==> config.mk <==
export PLATFORM = sky130hd
export DESIGN_NAME = sysid_ext_flat
export DESIGN_NICKNAME = d
export VERILOG_FILES = /design/src/rtl/sysid_pkg.sv /design/src/rtl/sysid_ext_if.sv /design/src/rtl/sysid_uptime_counter.sv /design/src/rtl/sysid_ext.sv /design/src/flat_wrapper.sv
export SDC_FILE = /design/constraint.sdc
export NUM_CORES = 1
export LEC_CHECK = 0
export BUFFER_PORTS_ARGS = -buffer_cell sky130_fd_sc_hd__buf_2
export CORE_AREA = 2 2 127 129
export DETAILED_ROUTE_END_ITERATION = 6
export DIE_AREA = 0 0 129 131
export PLACE_DENSITY = 0.75
export SLEW_MARGIN = 20
export SYNTH_ARGS = -nofsm -noshare
export SYNTH_HDL_FRONTEND = slang
export SYNTH_SLANG_ARGS = --single-unit
==> constraint.sdc <==
create_clock -name clk -period 4 [get_ports clk]
set_clock_uncertainty 0.05 [all_clocks]
set_input_delay 1 -clock clk [delete_from_list [all_inputs] [get_ports clk]]
set_output_delay 1 -clock clk [all_outputs]
set_load 0.01 [all_outputs]
==> src/rtl/sysid_pkg.sv <==
// Shared constants for the system-ID / uptime peripheral: word offsets, CTRL bits,
// and the byte-lane merge used by writable registers.
package sysid_pkg;

    localparam int DATA_W = 32;
    localparam int BE_W   = DATA_W / 8;

    localparam logic [2:0] OFS_ID      = 3'd0;
    localparam logic [2:0] OFS_TS      = 3'd1;
    localparam logic [2:0] OFS_VER     = 3'd2;
    localparam logic [2:0] OFS_SCRATCH = 3'd3;
    localparam logic [2:0] OFS_UP_LO   = 3'd4;
    localparam logic [2:0] OFS_UP_HI   = 3'd5;
    localparam logic [2:0] OFS_CTRL    = 3'd6;
    localparam logic [2:0] OFS_DIV     = 3'd7;

    localparam int CTRL_EN  = 0;
    localparam int CTRL_CLR = 1;

    function automatic logic [DATA_W-1:0] apply_be(input logic [DATA_W-1:0] old_v,
                                                   input logic [DATA_W-1:0] new_v,
                                                   input logic [BE_W-1:0]   be);
        logic [DATA_W-1:0] r;
        r = old_v;
        for (int i = 0; i < BE_W; i++) begin
            if (be[i]) r[8*i +: 8] = new_v[8*i +: 8];
        end
        return r;
    endfunction

endpackage

==> src/rtl/sysid_ext_if.sv <==
// Avalon-MM slave bundle for the system-ID peripheral (no waitrequest, fixed latency 1).
interface sysid_ext_if;
    import sysid_pkg::*;

    logic              chipselect;
    logic [2:0]        address;
    logic              read;
    logic              write;
    logic [DATA_W-1:0] writedata;
    logic [BE_W-1:0]   byteenable;
    logic [DATA_W-1:0] readdata;
    logic              readdatavalid;

    modport master (
        output chipselect, address, read, write, writedata, byteenable,
        input  readdata, readdatavalid
    );

    modport slave (
        input  chipselect, address, read, write, writedata, byteenable,
        output readdata, readdatavalid
    );

endinterface

==> src/rtl/sysid_uptime_counter.sv <==
// Prescaled 64-bit uptime counter with a hi-half shadow captured on a LO read,
// so software always sees a coherent 64-bit value.
module sysid_uptime_counter
    import sysid_pkg::*;
#(
    parameter int unsigned TICK_DIV = 1
) (
    input  logic              clk,
    input  logic              reset_n,
    input  logic              en_i,
    input  logic              clr_i,
    input  logic              snap_i,
    output logic [DATA_W-1:0] cnt_lo_o,
    output logic [DATA_W-1:0] shadow_o
);

    localparam logic [15:0] PRESC_LAST = 16'(TICK_DIV - 1);

    logic [15:0] presc_q, presc_d;
    logic [63:0] cnt_q, cnt_d;
    logic [31:0] shadow_q, shadow_d;
    logic        tick;

    assign tick = en_i && (presc_q == PRESC_LAST);

    // NOTE: every next-state value gets a default first so no path leaves it unassigned (no latches).
    always_comb begin
        presc_d  = presc_q;
        cnt_d    = cnt_q;
        shadow_d = snap_i ? cnt_q[63:32] : shadow_q;
        if (clr_i) begin
            presc_d = '0;
            cnt_d   = '0;
        end else if (en_i) begin
            presc_d = tick ? 16'd0 : presc_q + 16'd1;
            if (tick) cnt_d = cnt_q + 64'd1;
        end
    end

    // NOTE: state registers use non-blocking assignments so all flops update from pre-edge values.
    always_ff @(posedge clk or negedge reset_n) begin
        if (!reset_n) begin
            presc_q  <= '0;
            cnt_q    <= '0;
            shadow_q <= '0;
        end else begin
            presc_q  <= presc_d;
            cnt_q    <= cnt_d;
            shadow_q <= shadow_d;
        end
    end

    assign cnt_lo_o = cnt_q[31:0];
    assign shadow_o = shadow_q;

endmodule

==> src/rtl/sysid_ext.sv <==
// System-ID / uptime Avalon-MM slave: bus decode, scratch and CTRL registers,
// registered read mux with a one-cycle readdatavalid pulse.
module sysid_ext
    import sysid_pkg::*;
#(
    parameter logic [31:0] SYSTEM_ID   = 32'h5AA2_0D2F,
    parameter logic [31:0] TIMESTAMP   = 32'h4742_3DC3,
    parameter logic [31:0] VERSION     = 32'h0002_0000,
    parameter int unsigned TICK_DIV    = 1,
    parameter logic [31:0] SCRATCH_RST = 32'h0000_0000
) (
    input  logic        clk,
    input  logic        reset_n,
    sysid_ext_if.slave  bus
);

    logic              rd_acc, wr_acc, clr;
    logic [DATA_W-1:0] scratch_q, scratch_d;
    logic              en_q, en_d;
    logic [DATA_W-1:0] readdata_q, readdata_d, rdata_mux;
    logic              rvalid_q;
    logic [DATA_W-1:0] cnt_lo, shadow;

    assign rd_acc = bus.chipselect & bus.read;
    assign wr_acc = bus.chipselect & bus.write;

    always_comb begin
        scratch_d = scratch_q;
        en_d      = en_q;
        clr       = 1'b0;
        if (wr_acc) begin
            case (bus.address)
                OFS_SCRATCH: scratch_d = apply_be(scratch_q, bus.writedata, bus.byteenable);
                OFS_CTRL: begin
                    en_d = bus.writedata[CTRL_EN];
                    clr  = bus.writedata[CTRL_CLR];
                end
                default: ;
            endcase
        end
    end

    // Muxed from pre-edge state, so a coincident write or tick is not visible to this read.
    always_comb begin
        rdata_mux = '0;
        case (bus.address)
            OFS_ID:      rdata_mux = SYSTEM_ID;
            OFS_TS:      rdata_mux = TIMESTAMP;
            OFS_VER:     rdata_mux = VERSION;
            OFS_SCRATCH: rdata_mux = scratch_q;
            OFS_UP_LO:   rdata_mux = cnt_lo;
            OFS_UP_HI:   rdata_mux = shadow;
            OFS_CTRL:    rdata_mux = {31'd0, en_q};
            OFS_DIV:     rdata_mux = 32'(TICK_DIV);
            default:     rdata_mux = '0;
        endcase
    end

    assign readdata_d = rd_acc ? rdata_mux : readdata_q;

    always_ff @(posedge clk or negedge reset_n) begin
        if (!reset_n) begin
            scratch_q  <= SCRATCH_RST;
            en_q       <= 1'b1;
            readdata_q <= '0;
            rvalid_q   <= 1'b0;
        end else begin
            scratch_q  <= scratch_d;
            en_q       <= en_d;
            readdata_q <= readdata_d;
            rvalid_q   <= rd_acc;
        end
    end

    sysid_uptime_counter #(
        .TICK_DIV (TICK_DIV)
    ) u_uptime (
        .clk      (clk),
        .reset_n  (reset_n),
        .en_i     (en_q),
        .clr_i    (clr),
        .snap_i   (rd_acc && (bus.address == OFS_UP_LO)),
        .cnt_lo_o (cnt_lo),
        .shadow_o (shadow)
    );

    assign bus.readdata      = readdata_q;
    assign bus.readdatavalid = rvalid_q;

endmodule

==> src/flat_wrapper.sv <==
// flat-port wrapper written by rule: the top's interface ports become plain ports
module sysid_ext_flat import sysid_pkg::*;
#(
    parameter logic [31:0] SYSTEM_ID   = 32'h5AA2_0D2F,
    parameter logic [31:0] TIMESTAMP   = 32'h4742_3DC3,
    parameter logic [31:0] VERSION     = 32'h0002_0000,
    parameter int unsigned TICK_DIV    = 1,
    parameter logic [31:0] SCRATCH_RST = 32'h0000_0000
)
  (clk, reset_n, bus_chipselect, bus_address, bus_read, bus_write, bus_writedata, bus_byteenable, bus_readdata, bus_readdatavalid);
  sysid_ext_if bus_i ();
  input  logic clk;
  input  logic reset_n;
  input wire logic [$bits(bus_i.chipselect)-1:0] bus_chipselect;
  input wire logic [$bits(bus_i.address)-1:0] bus_address;
  input wire logic [$bits(bus_i.read)-1:0] bus_read;
  input wire logic [$bits(bus_i.write)-1:0] bus_write;
  input wire logic [$bits(bus_i.writedata)-1:0] bus_writedata;
  input wire logic [$bits(bus_i.byteenable)-1:0] bus_byteenable;
  output wire logic [$bits(bus_i.readdata)-1:0] bus_readdata;
  output wire logic [$bits(bus_i.readdatavalid)-1:0] bus_readdatavalid;
  assign bus_i.chipselect = bus_chipselect;
  assign bus_i.address = bus_address;
  assign bus_i.read = bus_read;
  assign bus_i.write = bus_write;
  assign bus_i.writedata = bus_writedata;
  assign bus_i.byteenable = bus_byteenable;
  assign bus_readdata = bus_i.readdata;
  assign bus_readdatavalid = bus_i.readdatavalid;
  sysid_ext #(.SYSTEM_ID(SYSTEM_ID), .TIMESTAMP(TIMESTAMP), .VERSION(VERSION), .TICK_DIV(TICK_DIV), .SCRATCH_RST(SCRATCH_RST)) u_core (.clk(clk), .reset_n(reset_n), .bus(bus_i));
endmodule
==> reports/results.ini, run 1 <==
[logic_synthesis]
synth-main-ff-cell=dfrtp_1
yosys-top-cells-area=dfrtp_1 (51%), mux2_2 (8.6%), a21oi_1 (3.7%)
ys_seq_area_share_pct=50.9
syn_area_um2=8760
synth_edf_count=0
syn_nets=919
ys_seq_elements=178
async_flop_share_pct=100
netlist.area_leader.share_pct=50.6
synth_cell_types=54
syn_inst=872
ys.warnings.count=0
synth_area_per_cell_um2=10.0
synth_top_area_cell=dfrtp_1

[flow_run]
drv_cap=0

[clock_tree]
cts_resized=0
clockBufferDepth=2
path_clk_slew_ns=0.07
cts_tree=done
cts-root-buf=clkbuf_16
htree_levels=4
numCtsBuffers=17
insertion_delay_ns=0.44
postCtsHoldBufs=0
cts_post_setup_buffers_inserted=0
cts.sinks=178

[floorplan]
die_area_um2=16900
rows=46
core_um2=15600
die_h_um=131
ioPinCount=77
die_w_um=129
start_util_pct=56.1

[routing]
drt-pass1-iter-count=5
post-route-drc-count=0
postRouteAntennaNets=0
via_count=7093
via_per_inst=6.09
routedWlPerCell_um=18.8
totalWireLength_um=21900
first_iter_violations=620

[global_routing]
grtUsageMet3_pct=4.56
grt_busiest_layer=met2
grt_pass1_wl_um=34700
antenna_found_initial=0
grt_overflow=0
grtUsageMet2_pct=42.6
use_met1_pct=36.2
first_global_vias=6753
grt_start_max_net_pins=90
grt_use_total_pct=26.7

[worst_setup_path]
critPathCapture=u_core.u_uptime.cnt_q[47]
r2r.worst_path.cells=8
cp-end-kind=flip-flop
startpoint_type=flip-flop
r2r-end=u_core.u_uptime.cnt_q[47]
r2r_start=u_core.u_uptime.presc_q[0]
crit_start=u_core.u_uptime.presc_q[0]
cp_max_fo=32
r2r_slack_ns=1.16
cp.arrival_ns=3.15
crit_type=reg -> reg
critical_path_required_ns=4.31

[finish]
drive_above_1_share_pct=21.9
synthToLayoutAreaGrowth_pct=14.3
num_antenna_cells=0
nets=982

[timing]
slew_headroom_pct=38.6
fmax_mhz=352
finalCritPeriodShare_pct=71.1
fin_crit_ns=2.84
final-hold-violation-count=0
fin_setup_tns_ns=0
rsz0062_at_grt=no
slew_violations=0
setup_viol=0
tightest_slew_ns=0.918

[placed_design]
dp_hpwl_um=15200
io_buffer_count=76
gp_congestion=0.868

[power]
ir_drop_uv=356
leakage_nw=4.25
p_per_area_nw_per_um2=533
p_total_mw=5.33

[hold_path]
hold_path.class=reg -> reg

[run_status]
status=finished, final reports clean

[final cells by class]
type                       instances  area (um^2)
tap                              216          270
multi-input combinational        623         4030
inverter                          20         75.1
timing repair buffer              95          542
fill                            1203         5590
clock inverter                    14          205
sequential                       178         4460
clock buffer                      18          429
[state kept, by name, summed over array words and instances (netlist names)]
register,flops
u_core.bus.readdata,32
u_core.bus.readdatavalid,1
u_core.en_q,1
u_core.scratch_q,32
u_core.u_uptime.cnt_q,64
u_core.u_uptime.presc_q,16
u_core.u_uptime.shadow_o,32
[power breakdown]
group          total, mW  internal, mW  leakage [nW]  switching (mW)
logic              0.940         0.443          1.72           0.497
clock network       1.80          1.06         0.301           0.739
registers           2.59          2.18          2.23           0.419
[worst min path at each step]
stage | slack (ns) | start | to | cells after the start
finish | 0.43 | u_core.bus.readdata[9] | u_core.bus.readdata[9] | 2
global route | 0.46 | u_core.bus.readdata[9] | u_core.bus.readdata[9] | 2
CTS | 0.43 | u_core.bus.readdata[9] | u_core.bus.readdata[9] | 2
detailed placement | 0.42 | u_core.bus.readdata[9] | u_core.bus.readdata[9] | 2
global placement | 0.41 | u_core.bus.readdata[9] | u_core.bus.readdata[9] | 2
floorplan | 0.42 | u_core.u_uptime.shadow_o[0] | u_core.u_uptime.shadow_o[0] | 1
[logic make-up (layout without fill, tap and decap cells)]
kind of cell	Yosys count	after routing	synth area share, %
fa+ha+maj	3	3	0.429
flops	178	178	50.9
xor+xnor	35	35	3.50
compound gates	166	166	11.3
simple gates	336	336	20.3
mux	83	83	10.4
buf+inv	71	147	3.13
[synthesized netlist by cell type, drive strengths merged (4+ instances only)]
cell and number:
buf 11, clkbuf 40, nor4 19, or4 19, nor2b 10, a22oi 7
a21oi 65, and4 12, a22o 7, inv 20, nand2 73, mux2i 16
nor3 16, nor2 77, a221oi 7, and3 15, dfrtp 177, nand4 25
xor2 8, or2 4, o21ai 44, or3 19, xnor2 27, nand3 30
o22ai 8, o31ai 16, mux2 67
[metrics by stage]
stage | setup slack, ns | hold WS [ns] | std cells | cell area [um^2] | util [%]
floorplan | 1.15 | 0.425 | 872 | 8760 | -
global placement | 0.907 | 0.409 | 1132 | 9380 | 60.1
detailed placement | 0.837 | 0.416 | 1132 | 9380 | 60.1
CTS | 1.18 | 0.432 | 1164 | 10000 | 64.2
global route | 0.908 | 0.455 | 1164 | 10000 | 64.2
finish | 1.16 | 0.427 | 1164 | 10000 | 64.2
[worst max-delay path: stages, from the launching register on]
cell and delay (ns):
dfrtp_1 0.42, inv_1 0.10, ha_1 0.16, nor4bb_1 0.33, nand4_1 0.14, buf_4 0.28
or4_1 0.68, or4_1 0.44, a21oi_1 0.15
[per-layer routing]
metal / wire [um] / vias to the layer above
met5: 0 / -
met2: 10200 / 271
met1: 9890 / 3488
met4: 465 / 0
li1: - / 3292
met3: 1310 / 42
[cell usage in the layout, fill, tap and decap left out, drive strengths merged, types with 18 or more instances in the layout]
master	Yosys	routed
buf	11	95
dfrtp	177	177
clkbuf	40	18
nor4	19	19
o21ai	44	44
or4	19	19
or3	19	19
nand2	73	73
nand3	30	30
mux2	67	67
nand4	25	25
xnor2	27	27
a21oi	65	65
nor2	77	77
inv	20	23
(Power assumes the default switching activity.)
==> inputs of run 2 (changes only) <==
==> constraint.sdc (replaced) <==
create_clock -name clk -period 2.9 [get_ports clk]
set_clock_uncertainty 0.05 [all_clocks]
set_input_delay 0.725 -clock clk [delete_from_list [all_inputs] [get_ports clk]]
set_output_delay 0.725 -clock clk [all_outputs]
set_load 0.01 [all_outputs]
==> run 2 against run 1 <==
Net effect:
- hold slack got worse by 0.21 ns
- combinational power rose by 39%
- clock power rose by 38%
- count of clock-buffer cells in the layout did not move
- global-route usage rose by 0.87 points
- sequential share of layout area fell by 0.53 points
- core utilization rose by 0.78 points
- via count rose by 1.7%
- wire length rose by 1.5%
==> reports/results.ini, run 2 (synthesis results as in run 1) <==
[timing]
setup_viol=0  ; unchanged
fin_setup_tns_ns=0  ; unchanged
finalCritPeriodShare_pct=92.9  ; was 71.1%
slew_violations=0  ; unchanged
tightest_slew_ns=0.875  ; was 0.918 ns
whs_ns=0.217  ; was 0.427 ns
fmax_mhz=371  ; was 352 MHz
rsz0062_at_grt=no  ; unchanged
slew_headroom_pct=41.4  ; was 38.6%
final-hold-violation-count=0  ; unchanged
fin_crit_ns=2.69  ; was 2.84 ns

[clock_tree]
clockBufferDepth=2  ; unchanged
htree_levels=4  ; unchanged
path_clk_slew_ns=0.07  ; about the same
insertion_delay_ns=0.43  ; was 0.44 ns
postCtsHoldBufs=0  ; unchanged
numCtsBuffers=17  ; unchanged
cts_tree=done  ; unchanged
cts.sinks=178  ; unchanged
cts-root-buf=clkbuf_16  ; unchanged
cts_post_setup_buffers_inserted=0  ; unchanged

[routing]
via_per_inst=6.15  ; was 6.09
routedWlPerCell_um=19.0  ; was 18.8 um
drt-pass1-iter-count=5  ; unchanged
post-route-drc-count=0  ; unchanged
totalWireLength_um=22200  ; was 21,900 um
postRouteAntennaNets=0  ; unchanged
first_iter_violations=717  ; was 620
via_count=7215  ; was 7,093

[worst_setup_path]
cp-end-kind=flip-flop  ; unchanged
critical_path_required_ns=3.20  ; was 4.31 ns
crit_type=reg -> reg  ; unchanged
startpoint_type=flip-flop  ; unchanged
cp.arrival_ns=2.99  ; was 3.15 ns
cp_max_fo=32  ; unchanged

[placed_design]
gp_congestion=0.918  ; was 0.868
io_buffer_count=76  ; unchanged
dp_hpwl_um=15800  ; was 15,200 um

[global_routing]
grt_overflow=0  ; unchanged
antenna_found_initial=0  ; unchanged
grt_pass1_wl_um=35800  ; was 34,700 um
grt_start_max_net_pins=58  ; was 90
grt_use_total_pct=27.5  ; was 26.7%
first_global_vias=6823  ; was 6,753

[floorplan]
die_w_um=129  ; unchanged
die_area_um2=16900  ; unchanged
die_h_um=131  ; unchanged
core_um2=15600  ; unchanged
rows=46  ; unchanged
ioPinCount=77  ; unchanged
start_util_pct=56.1  ; unchanged

[power]
leakage_nw=4.31  ; was 4.25 nW
switching_share_pct=30.8  ; was 31.1%
p_seq_share_pct=48.6  ; was 48.7%
p_per_area_nw_per_um2=728  ; was 533 nW/um^2
intPower_mw=5.11  ; was 3.68 mW
ir_drop_uv=437  ; was 356 uV
clkPwrFrac_pct=33.6  ; was 33.7%
netSwitchingPower_mw=2.27  ; was 1.66 mW
p_comb_share_pct=17.8  ; was 17.6%

[finish]
multi_input_area_um2=4040  ; was 4030 um^2
num_antenna_cells=0  ; unchanged
most-common-layout-cells=dfrtp_1 (177), nor2_1 (77), buf_2 (75), nand2_1 (73), mux2_2 (67)  ; unchanged
area.sequential_um2=4460  ; unchanged
final_common_cell=dfrtp_1  ; unchanged
fin_util_pct=65.0  ; was 64.2%
fillers=1210  ; was 1,203
synthToLayoutAreaGrowth_pct=15.7  ; was 14.3%
nets=991  ; was 982
largest_reg_flops=64  ; unchanged
drive_above_1_share_pct=22.9  ; was 21.9%
top_register=u_core.u_uptime.cnt_q  ; unchanged

[run_status]
status=finished, final reports clean  ; unchanged

[hold_path]
hold_path.class=in -> async  ; was reg -> reg

[flow_run]
drv_cap=0  ; unchanged

==> run 2: changes by cell type in the layout (fill, tap and decap cells not counted) <==
cell | before | now
clkinvlp_4 | 3 | 2
buf_4 | 18 | 23
buf_12 | 1 | 4
nor4bb_1 | 1 | 0
nor4bb_2 | 0 | 1
inv_8 | 2 | 0
buf_6 | 1 | 2
clkbuf_1 | 1 | 0
clkbuf_8 | 0 | 1
inv_6 | 1 | 4
==> run 2: final timing paths <==
check	start	end	slack [ns]	cells past startpoint
hold reg to reg	u_core.bus.readdata[31]	u_core.bus.readdata[31]	0.43	2
max in group asynchronous	reset_n	u_core.bus.readdata[17]	1.89	2
min in group clk	u_core.bus.readdata[31]	u_core.bus.readdata[31]	0.43	2
hold / removal	reset_n	u_core.bus.readdata[6]	0.22	1
setup / recovery	u_core.u_uptime.presc_q[0]	u_core.u_uptime.cnt_q[47]	0.21	8
setup reg to reg	u_core.u_uptime.presc_q[0]	u_core.u_uptime.cnt_q[47]	0.21	8
==> run 2: final cells by class <==
type	instances	share of cell area (%)
Clock buffer	18	4.33
Clock inverter	14	1.99
Inverter	20	0.741
Multi-Input combinational cell	623	39.9
Sequential cell	178	44.0
Tap cell	216	2.67
Timing Repair Buffer	104	6.42
==> run 2: timing repair <==
item,4_1_cts,5_1_grt
endpoints found under the setup margin,0,2
resized for setup,0,2
hold endpoints to repair,0,0
==> run 2: critical path: stages, from the launching register on <==
cell and delay (ns):
dfrtp_1 0.41, inv_1 0.09, ha_1 0.13, nor4bb_2 0.31
nand4_1 0.15, buf_6 0.23, or4_1 0.64, or4_1 0.44
a21oi_1 0.15
==> run 2: per-layer routing <==
metal / track usage, % / routed length, um / vias to the layer above
met5: 0 / 0 / -
li1: - / - / 3304
met4: 9.78 / 527 / 0
met2: 42.4 / 10300 / 314
met1: 39.1 / 9930 / 3550
met3: 5.62 / 1520 / 47
==> run 2: power groups by stage <==
stage / sequential [mW] / combinational [mW] / clock, mW
finish: 3.58 / 1.31 / 2.48
global route: 3.66 / 1.48 / 2.63
CTS: 3.56 / 1.31 / 2.51
detailed placement: 3.60 / 1.30 / 0
global placement: 3.58 / 1.26 / 0
floorplan: 3.41 / 0.937 / 0
==> run 2: metrics by stage <==
step                area, um^2  setup slack, ns  total power [mW]  std cells
floorplan                 8760            0.325              4.34        872
global placement          9480            0.223              4.84       1141
detailed placement        9480            0.156              4.90       1141
CTS                      10100            0.147              7.38       1173
global route             10100           0.0327              7.76       1173
finish                   10100            0.207              7.38       1173
==> inputs of run 3 (changes only) <==
==> constraint.sdc (replaced) <==
create_clock -name clk -period 2.5 [get_ports clk]
set_clock_uncertainty 0.05 [all_clocks]
set_input_delay 0.625 -clock clk [delete_from_list [all_inputs] [get_ports clk]]
set_output_delay 0.625 -clock clk [all_outputs]
set_load 0.01 [all_outputs]
==> run 3 against run 2 <==
Net effect:
- setup slack worse by 0.13 ns
- via count up 3.3%
- global-route usage up 1.1 points
==> reports/results.ini, run 3 (synthesis results as in run 1) <==
[finish]
synthToLayoutAreaGrowth_pct=19.4  ; was 15.7%
fin_util_pct=67.0  ; was 65.0%
drive_above_1_share_pct=27.2  ; was 22.9%
most-common-layout-cells=dfrtp_1 (176), nor2_1 (77), buf_2 (75), nand2_1 (73), buf_4 (69)  ; was dfrtp_1 (177), nor2_1 (77), buf_2 (75), nand2_1 (73), mux2_2 (67)
num_antenna_cells=0  ; unchanged
top_register=u_core.u_uptime.cnt_q  ; unchanged
nets=1038  ; was 991
largest_reg_flops=64  ; unchanged
final_common_cell=dfrtp_1  ; unchanged
finalInstanceArea_um2=10500  ; was 10,100 um^2

[placed_design]
dp_hpwl_um=16800  ; was 15,800 um
io_buffer_count=76  ; unchanged
post_dp_cell_area_um2=9820  ; was 9480 um^2
gp_congestion=0.948  ; was 0.918

[worst_setup_path]
cp_top_family=simple AND/OR/NAND/NOR gates  ; unchanged
path_cells=nor4bb_4, nand4_1, buf_6, or4_4, or4_1, a21oi_1  ; was inv_1, ha_1, nor4bb_2, nand4_1, buf_6, or4_1, or4_1, a21oi_1
slowest_stage=or4_4  ; was or4_1
crit_type=reg -> reg  ; unchanged
r2r_slack_ns=0.08  ; was 0.21 ns
r2r-end=u_core.u_uptime.cnt_q[47]  ; unchanged
critPathCapture=u_core.u_uptime.cnt_q[47]  ; unchanged
startpoint_type=flip-flop  ; unchanged
crit_start=u_core.en_q  ; was u_core.u_uptime.presc_q[0]
critical_path_required_ns=2.81  ; was 3.20 ns
cp-end-kind=flip-flop  ; unchanged
cp.depth=6  ; was 8
r2r.worst_path.cells=6  ; was 8
cp_max_fo=8  ; was 32
critical_path.max_stage_delay_ns=0.55  ; was 0.64 ns
cp.arrival_ns=2.73  ; was 2.99 ns
worst-path-buf-inv=1  ; was 2
r2r_start=u_core.en_q  ; was u_core.u_uptime.presc_q[0]

[routing]
first_iter_violations=763  ; was 717
routedWlPerCell_um=19.1  ; was 19.0 um
postRouteAntennaNets=0  ; unchanged
via_count=7450  ; was 7,215
totalWireLength_um=23300  ; was 22,200 um
drt-pass1-iter-count=5  ; unchanged
post-route-drc-count=0  ; unchanged
via_per_inst=6.11  ; was 6.15

[clock_tree]
numCtsBuffers=17  ; unchanged
insertion_delay_ns=0.44  ; was 0.43 ns
cts-root-buf=clkbuf_16  ; unchanged
cts_tree=done  ; unchanged
clockBufferDepth=2  ; unchanged
htree_levels=4  ; unchanged
postCtsHoldBufs=0  ; unchanged
path_clk_slew_ns=0.07  ; about the same
cts.sinks=178  ; unchanged

[timing]
fmax_mhz=413  ; was 371 MHz
slew_headroom_pct=49.1  ; was 41.4%
fin_crit_ns=2.42  ; was 2.69 ns
whs_ns=0.0704  ; was 0.217 ns
slew_violations=0  ; unchanged
finalCritPeriodShare_pct=96.9  ; was 92.9%
setup_viol=0  ; unchanged
tightest_slew_ns=0.762  ; was 0.875 ns
fin_setup_tns_ns=0  ; unchanged
final-hold-violation-count=0  ; unchanged

[power]
leakage_nw=4.52  ; was 4.31 nW
ir_drop_uv=572  ; was 437 uV
p_per_area_nw_per_um2=819  ; was 728 nW/um^2
p_total_mw=8.56  ; was 7.38 mW

[floorplan]
die_w_um=129  ; unchanged
rows=46  ; unchanged
core_um2=15600  ; unchanged
die_area_um2=16900  ; unchanged
ioPinCount=77  ; unchanged
die_h_um=131  ; unchanged
start_util_pct=56.1  ; unchanged

[global_routing]
antenna_found_initial=0  ; unchanged
grt_pass1_wl_um=37100  ; was 35,800 um
first_global_vias=6970  ; was 6,823
grt_start_max_net_pins=53  ; was 58
grt_use_total_pct=28.6  ; was 27.5%
grt_overflow=0  ; unchanged

[flow_run]
drv_cap=0  ; unchanged

[run_status]
status=finished, final reports clean  ; unchanged

[hold_path]
hold_path.class=in -> async  ; unchanged

==> run 3: cell types whose count changed in the layout (fill, tap and decap cells not counted), sizes merged <==
cell	delta
inv	+4
clkbuf	-1
bufinv	-4
clkinv	+1
buf	+47
==> run 3: worst min path at each step <==
stage                              end  slack (ns)  cells past startpoint
6_report           u_core.scratch_q[4]        0.07                      1
5_1_grt            u_core.scratch_q[4]        0.11                      1
4_1_cts         u_core.bus.readdata[4]        0.09                      1
3_5_place_dp   u_core.bus.readdata[19]        0.42                      2
3_3_place_gp   u_core.bus.readdata[14]        0.41                      2
2_1_floorplan   u_core.bus.readdata[0]        0.28                      0
==> run 3: routing by layer <==
layer	GRT usage [%]	vias up	routed length [um]
li1	-	3411	-
met1	39.7	3679	10200
met2	45.8	301	11000
met3	4.52	59	1390
met4	11.3	0	685
met5	0	-	0
==> run 3: worst reg2reg max path: cells and delay by family (launching register included) <==
family / cells / cell delay [ns]
flops: 1 / 0.54
buf+inv: 1 / 0.19
compound gates: 1 / 0.16
simple gates: 4 / 1.41
==> run 3: cell type report <==
| type | instances | area (um^2) |
|---|---|---|
| tap | 216 | 270 |
| clock buffer | 17 | 425 |
| multi-input combinational | 623 | 4070 |
| sequential | 178 | 4460 |
| inverter | 20 | 75.1 |
| fill | 1215 | 5140 |
| clock inverter | 15 | 140 |
| timing repair buffer | 151 | 1020 |
==> run 3: power by group <==
group	switching [mW]	leakage [nW]	internal, mW
registers	0.567	2.23	3.48
logic	0.995	2.02	0.947
clock network	1.25	0.274	1.32
total	2.82	4.52	5.75
==> run 3: through the flow <==
step / cells / setup WS, ns
global route: 1220 / -0.00265
CTS: 1218 / 0.00549
finish: 1220 / 0.0763
floorplan: 872 / 0.0254
detailed placement: 1185 / -0.0883
global placement: 1185 / -0.00233
==> run 3: timing repair <==
item                                    in CTS  in global routing
pin swaps                                    1                  3
endpoints found under the hold margin        0                  0
endpoints found under the setup margin       4                 22
setup buffers                                1                  2
resized for setup                            3                  7
